## config.mk

```make
export PLATFORM = sky130hd
export DESIGN_NAME = regfile_sb
export DESIGN_NICKNAME = d
export VERILOG_FILES = /design/src/rtl/regfile_sb.sv
export SDC_FILE = /design/constraint.sdc
export NUM_CORES = 2
export LEC_CHECK = 0
export ABC_AREA = 1
export CAP_MARGIN = 40
export CORE_UTILIZATION = 50
export CTS_BUF_LIST = sky130_fd_sc_hd__clkbuf_2
export CTS_CLUSTER_SIZE = 16
export DETAILED_ROUTE_END_ITERATION = 10
export MAX_ROUTING_LAYER = met4
export PLACE_DENSITY_LB_ADDON = 0.1
export SYNTH_ARGS = -nofsm -noshare
export SYNTH_HDL_FRONTEND = slang
export SYNTH_SLANG_ARGS = --single-unit
```

## constraint.sdc

```tcl
create_clock -name clk -period 7.1 [get_ports clk]
set_clock_uncertainty 0.05 [all_clocks]
set_input_delay 2.13 -clock clk [delete_from_list [all_inputs] [get_ports clk]]
set_output_delay 2.13 -clock clk [all_outputs]
set_load 0.05 [all_outputs]
```

## src/rtl/regfile_sb.sv

```systemverilog
// Register file with write-through bypass and a per-register scoreboard that
// stalls issue on RAW (per read port) and WAW hazards against pending writes.
module regfile_sb #(
    parameter  int XLEN = 32,
    parameter  int NREG = 32,
    parameter  int NRD  = 2,
    localparam int AW   = $clog2(NREG)
) (
    input  logic                clk,
    input  logic                rst,
    input  logic                we,
    input  logic [AW-1:0]       waddr,
    input  logic [XLEN-1:0]     wdata,
    input  logic [NRD*AW-1:0]   raddr,
    output logic [NRD*XLEN-1:0] rdata,
    input  logic                issue_valid,
    input  logic [AW-1:0]       issue_rd,
    input  logic [NRD-1:0]      issue_rs_used,
    output logic                stall,
    output logic [NREG-1:0]     busy,
    output logic [AW:0]         busy_cnt
);

    logic [XLEN-1:0] mem_reg [NREG];
    logic [NREG-1:0] busy_reg;
    logic [NREG-1:0] busy_next;
    logic [AW:0]     cnt_next;
    logic [NRD-1:0]  port_hazard;
    logic            waw_hazard;
    logic            issue_accept;
    logic            wb_active;

    // Writes to x0 are treated as if they never happened, including for bypass.
    assign wb_active = we && (waddr != '0);

    genvar gi;
    generate
        for (gi = 0; gi < NRD; gi++) begin : g_rd
            logic [AW-1:0] ra;
            logic          wb_hit;
            assign ra     = raddr[gi*AW +: AW];
            assign wb_hit = wb_active && (waddr == ra);
            assign rdata[gi*XLEN +: XLEN] = (ra == '0) ? '0 :
                                            wb_hit     ? wdata : mem_reg[ra];
            // A writeback landing this cycle resolves the dependency in time.
            assign port_hazard[gi] = issue_rs_used[gi] && (ra != '0) &&
                                     busy_reg[ra] && !wb_hit;
        end
    endgenerate

    assign waw_hazard   = (issue_rd != '0) && busy_reg[issue_rd] &&
                          !(wb_active && (waddr == issue_rd));
    assign stall        = issue_valid && ((|port_hazard) || waw_hazard);
    assign issue_accept = issue_valid && !stall;

    // Clear before set so a same-index issue and writeback leaves the bit set.
    always_comb begin
        busy_next = busy_reg;
        if (wb_active) begin
            busy_next[waddr] = 1'b0;
        end
        if (issue_accept && (issue_rd != '0)) begin
            busy_next[issue_rd] = 1'b1;
        end
        busy_next[0] = 1'b0;
    end

    always_ff @(posedge clk) begin
        if (!rst) begin
            busy_reg <= '0;
        end else begin
            busy_reg <= busy_next;
        end
    end

    always_ff @(posedge clk) begin
        if (!rst) begin
            for (int i = 0; i < NREG; i++) begin
                mem_reg[i] <= '0;
            end
        end else if (wb_active) begin
            mem_reg[waddr] <= wdata;
        end
    end

    always_comb begin
        cnt_next = '0;
        for (int i = 0; i < NREG; i++) begin
            cnt_next = cnt_next + {{AW{1'b0}}, busy_reg[i]};
        end
    end

    assign busy     = busy_reg;
    assign busy_cnt = cnt_next;

endmodule

```

# --- Yosys cells after proc, flatten, opt, wreduce, memory -nomap -nowiden ---
# Memory sizes are Yosys's and may differ from the RTL's.
# Index checks and enable logic that the tools add are counted.
classes:
  eq_ne: 3
  add_sub_neg: 31
  bitwise: 3
  mul: 0
  order_cmp: 6
  div: 0
  muxes: 23
  shifts: 0
  reduce_logical: 30
op_table:
  columns: ["operator", "count"]
  rows:
  - ["32-bit 2-to-1 mux", 7]
  - ["6-bit by 1-bit adder with 6-bit output", 26]
  - ["32-bit AND", 1]
  - ["32-bit inverter", 1]
  - ["32-bit OR", 1]
  - ["32-bit OR reduction", 1]
  - ["5-bit by 6-bit less-than comparator with 1-bit output (second input constant)", 4]
  - ["5-bit nonzero test", 4]
  - ["1-bit logical AND", 17]
  - ["1-bit binary-select mux with 5-bit select", 3]
  - ["5-bit == test", 3]
  - ["1-bit demux with 5-bit select", 2]
  - ["5-bit by 1-bit greater-or-equal comparator with 1-bit output (second input constant)", 2]
  - ["5-bit zero test", 2]
  - ["1-bit 2-to-1 mux", 10]
  - ["5-bit by 1-bit adder with 6-bit output", 1]
  - ["4-bit by 1-bit adder with 5-bit output", 1]
  - ["5-bit 2-to-1 mux", 1]
  - ["3-bit by 1-bit adder with 4-bit output", 1]
  - ["1-bit zero test", 4]
  - ["2-bit by 1-bit adder with 3-bit output", 1]
  - ["1-bit by 1-bit adder with 2-bit output", 1]
  - ["2-bit OR reduction", 1]
  - ["1-bit logical OR", 1]
totals:
  input_bits: 58
  n_memories: 1
  wordCells: 99
  rom_bits: 0
  mem_bits_rw: 1024
  regBits: 32
  latchBits: 0
memory_table:
  columns: ["name", "depth", "width", "rd", "rd_clocked_by_memory_dff", "wr", "line_no", "source"]
  rows:
  - ["mem_reg", 32, 32, 2, 0, 32, "24", "logic [XLEN-1:0] mem_reg [NREG];"]

# --- Logic depth before layout (Yosys ltp) ---
logic_depth:
  depth_word: 31
  depth_mapped: 18
  ltp_nobuf: 18

# --- Worst setup path before layout ---
# No wires, ideal clock.
synth_path:
  kind: "reg-to-output"
  from: "register busy_reg[24], in the netlist busy[24]"
  to: "output port busy_cnt[4]"
  path_stages_with_launch: 16
  n_path_buf: 0
  slack_ps: -524
  arrival_ps: 5444
  path_cell_list: "dfxtp_1 -> inv_1 -> fa_1 -> fa_1 -> inv_1 -> fa_1 -> inv_1 -> fa_1 -> fa_1 -> fa_1 -> inv_1 -> fa_1 -> inv_1 -> fa_1 -> o21ai_0 -> xor2_1"
synth_via:
  elab_chain_cells: 8
synth_lines:
  columns: ["item", "line_no", "source"]
  rows:
  - ["start: declaration", "25", "logic [NREG-1:0] busy_reg;"]
  - ["start signal: assignment", "72", "busy_reg <= busy_next;"]
  - ["6-bit by 1-bit adder with 6-bit output (8 in a row)", "89", "cnt_next = cnt_next + {{AW{1'b0}}, busy_reg[i]};"]
  - ["end: declaration", "21", "output logic [AW:0] busy_cnt"]
# No other way between the ends.

# --- Worst setup path after layout ---
layout_path:
  from: "register busy_reg[22], in the netlist busy[22]"
  to: "output port busy_cnt[5]"
layout_via:
  elab_chain_cells: 10
layout_lines:
  columns: ["item", "line_no"]
  rows:
  - ["6-bit by 1-bit adder with 6-bit output (10 in a row)", "89"]
# No other way between the ends.

==> impl_metrics.toml <==
[clocking]
cts_tree = "built"
clock-root-buffer = "clkbuf_2"
clock_latency_ns = 1.63
clkSlewWorstSetupHoldPaths_ns = 0.10
cts-htree-levels = 5
cts_buf_count = 302
clkSinkCount = 1055
clock_path_buffers = 4
post_cts_setup_repair_bufs = 0

[global_route]
global_route_total_overflow = 0
first_global_vias = 52200
antenna_found_initial = 8
grt_start_max_net_pins = 157
first_pass_grt_wire_length_um = 351300
global_router_s_overall_resource_usage_pct = 41.59

[critical_path]
critPathMostFrequentCell = "fa_1"
end_kind = "output pin"
worst-endpoint-arrival_ns = 6.39
crit_path_top_delay_cell = "fa_1"
timing.critical_path.fanout_max = 2
crit_path_cell_trace = "fa_1 > inv_2 > fa_1 > inv_2 > fa_1 > inv_2 > fa_1 > fa_1 > fa_1 > inv_2 > fa_2 > inv_2 > nor2_2 > a211oi_2 > buf_4 > nor2_1 > o21a_1 > buf_6"
critPathKind = "flip-flop to output pin"
cp.required_ns = 4.92
critical_path.max_stage_delay_ns = 0.54
start_kind = "flip-flop"

[logic_synthesis]
netlist.area_leader.share_pct = 52.09
ys_seq_elements = 1055
top_cells_by_count_synth = "nor2_1, edfxtp_1, o21ai_0"
yosys_cell_types = 36
postSynthCellCount = 6913
yosysWarnings = 0
synth.most_common_cell = "nor2_1"
syn_area_sq_um = 59040
synthesis.area_per_instance_sq_um = 8.540
postSynth.topFlopCell = "edfxtp_1"
synthTopCellsByArea = "edfxtp_1, nor2_1, o21ai_0, o211ai_1, nand3_1"
synth_enable_flop_cells = 1024
seq_area_frac_synth_pct = 53.14
synth_largest_area_cell = "edfxtp_1"
asyncSetResetFlopFracSynth_pct = 0

[timing]
rsz0062_at_grt = "true"
finalHoldWorstSlack_ns = 0.4400
final_hold_viol_count = 0
post-route-worst-setup-slack_ns = -1.472
slew_headroom_pct = 25.17
final.period_utilization_pct = 120.7
final-max-slew-violation-count = 0
final.min_clock_period_ns = 8.572
maxClockFrequency_mhz = 116.7
worst_pin_slew_ns = 1.122
final-setup-viol-count = 6

[cells_and_area]
register_area_sq_um = 31400
nets = 7092
stdcell_area_sq_um = 66620
post_route_cells_drive_above_1_share_pct = 13.32
n_fill_cell = 10510
largest_register_ffs = 1024
footprint_of_the_multi_input_gates_sq_um = 23110
areaGrowthSynthToFinish_pct = 12.85

[place]
placement.io_buffers = 159
post_place_worst_slack_ns = -0.06223
post_dp_cell_area_sq_um = 64070
dp.final_hpwl_um = 143000
finalWeightedCongestion = 0.9203

[detailed_routing]
post_drt_via_cell_ratio = 6.417
totalWireLength_um = 246300
dr.first_iter.drc_count = 8996
detail-route-antenna-nets = 0
dr.pass1.iters = 8
number_of_remaining_drc_errors = 0
dr_total_vias = 55970
wl_per_cell_um = 28.23

[status]
result_of_the_run = "complete, but fails checks"
failed_checks = "setup timing"

[die]
die_height_um = 345.6
initial_core_util_pct = 50.60
core_area_sq_um = 116700
die_width_um = 345.6
design.portCount = 161
floorplan.die_area_sq_um = 119500
row_count = 125

[worst_hold_path]
hold_class = "flip-flop to flip-flop"

[pwr]
ir_drop_v = 0.0001465
p_leak_nw = 25.99
power_density_nw_per_um2 = 214.7

[job]
max_cap_viol_count = 0
## per-stage QoR
stage	TNS [ns]	utilization, %	total power (W)	std cells
after global placement	-0.2665	54.14	0.009866	8186
after detailed placement	-0.07546	54.92	0.009964	8224
final	-7.976	57.10	0.01431	8723
after global routing	-9.184	57.09	0.01479	8719
after CTS	-9.318	57.06	0.01425	8714
after floorplan	0	-	0.008823	6945
## worst paths after layout
path | end | slack [ns] | cells past startpoint | startpoint
setup / recovery | busy_cnt[5] | -1.47 | 18 | busy[22]$_SDFF_PN0_
hold / removal | busy[4]$_SDFF_PN0_ | 0.44 | 2 | busy[4]$_SDFF_PN0_
hold reg to reg | busy[4]$_SDFF_PN0_ | 0.44 | 2 | busy[4]$_SDFF_PN0_
setup reg to reg | busy[23]$_SDFF_PN0_ | 4.52 | 14 | busy[19]$_SDFF_PN0_
## cells by family (layout without fill, tap and decap cells)
| kind of cell | after synthesis | after routing | synth area share, % |
|---|---|---|---|
| other | 1 | 42 | 0.006352 |
| flip-flops | 1055 | 1055 | 53.14 |
| buffers and inverters | 1214 | 1459 | 8.450 |
| AO/OA/AOI/OAI | 2005 | 2005 | 18.83 |
| XOR/XNOR | 15 | 15 | 0.2225 |
| AND/OR/NAND/NOR | 2593 | 2593 | 18.42 |
| adder cells (fa/ha/maj) | 30 | 30 | 0.9283 |
## metal layers
metal | GRT usage, % | up-vias | share of wire (%)
met1 | 53.76 | 26480 | 37
met5 | - | - | 0
met3 | 9.843 | 863 | 14
met4 | 23.85 | 0 | 6.2
met2 | 59.84 | 4408 | 43
li1 | - | 24220 | -
## final cells by class
class	instances	share of cell area, %
multi-input combinational	4676	34.69
tap	1524	2.862
inverter	543	3.086
clock inverter	46	0.3888
timing repair buffer	426	8.476
clock buffer	444	3.335
sequential	1055	47.13
antenna	9	0.03380
## report_power, final
part           switching [W]  total, W  internal [W]
Sequential          0.000128   0.00727       0.00714
Clock                0.00266   0.00440       0.00174
Combinational        0.00183   0.00263      0.000808
Total                0.00461    0.0143       0.00969
## cells in the final DEF, fill, tap and decap left out, types with 4 or more instances in the layout
cell type,instances
o211ai_1,413
ha_1,6
nand4_1,42
diode_2,9
xnor2_1,6
o22ai_1,21
conb_1,33
dfxtp_1,16
nand3_2,60
nor3_1,15
buf_16,25
fa_1,21
inv_1,521
a21oi_1,579
clkbuf_2,444
buf_8,10
xor2_1,6
inv_2,21
nor2_1,1247
o21ai_1,177
buf_4,174
clkdlybuf4s50_1,77
o21ai_0,806
clkinv_1,33
clkinv_2,8
nor3_2,4
dfxtp_2,12
edfxtp_1,1024
nor2_4,5
nand2_1,608
buf_12,134
nand3_1,575
nand2_2,31
## repair_timing
item,in CTS,in global routing
resized for setup,6,9
pin swaps,7,5
hold buffers,0,0
endpoints found under the setup margin,6,6
## worst max-delay path, delay by kind of cell, from the launching register on
family                   cells  cell delay, ns
AND/OR/NAND/NOR              2            0.09
buffers and inverters        7            0.57
adder cells (fa/ha/maj)      7            3.40
AO/OA/AOI/OAI                2            0.35
flip-flops                   1            0.34
No activity file was read; power rests on OpenSTA's default activity.
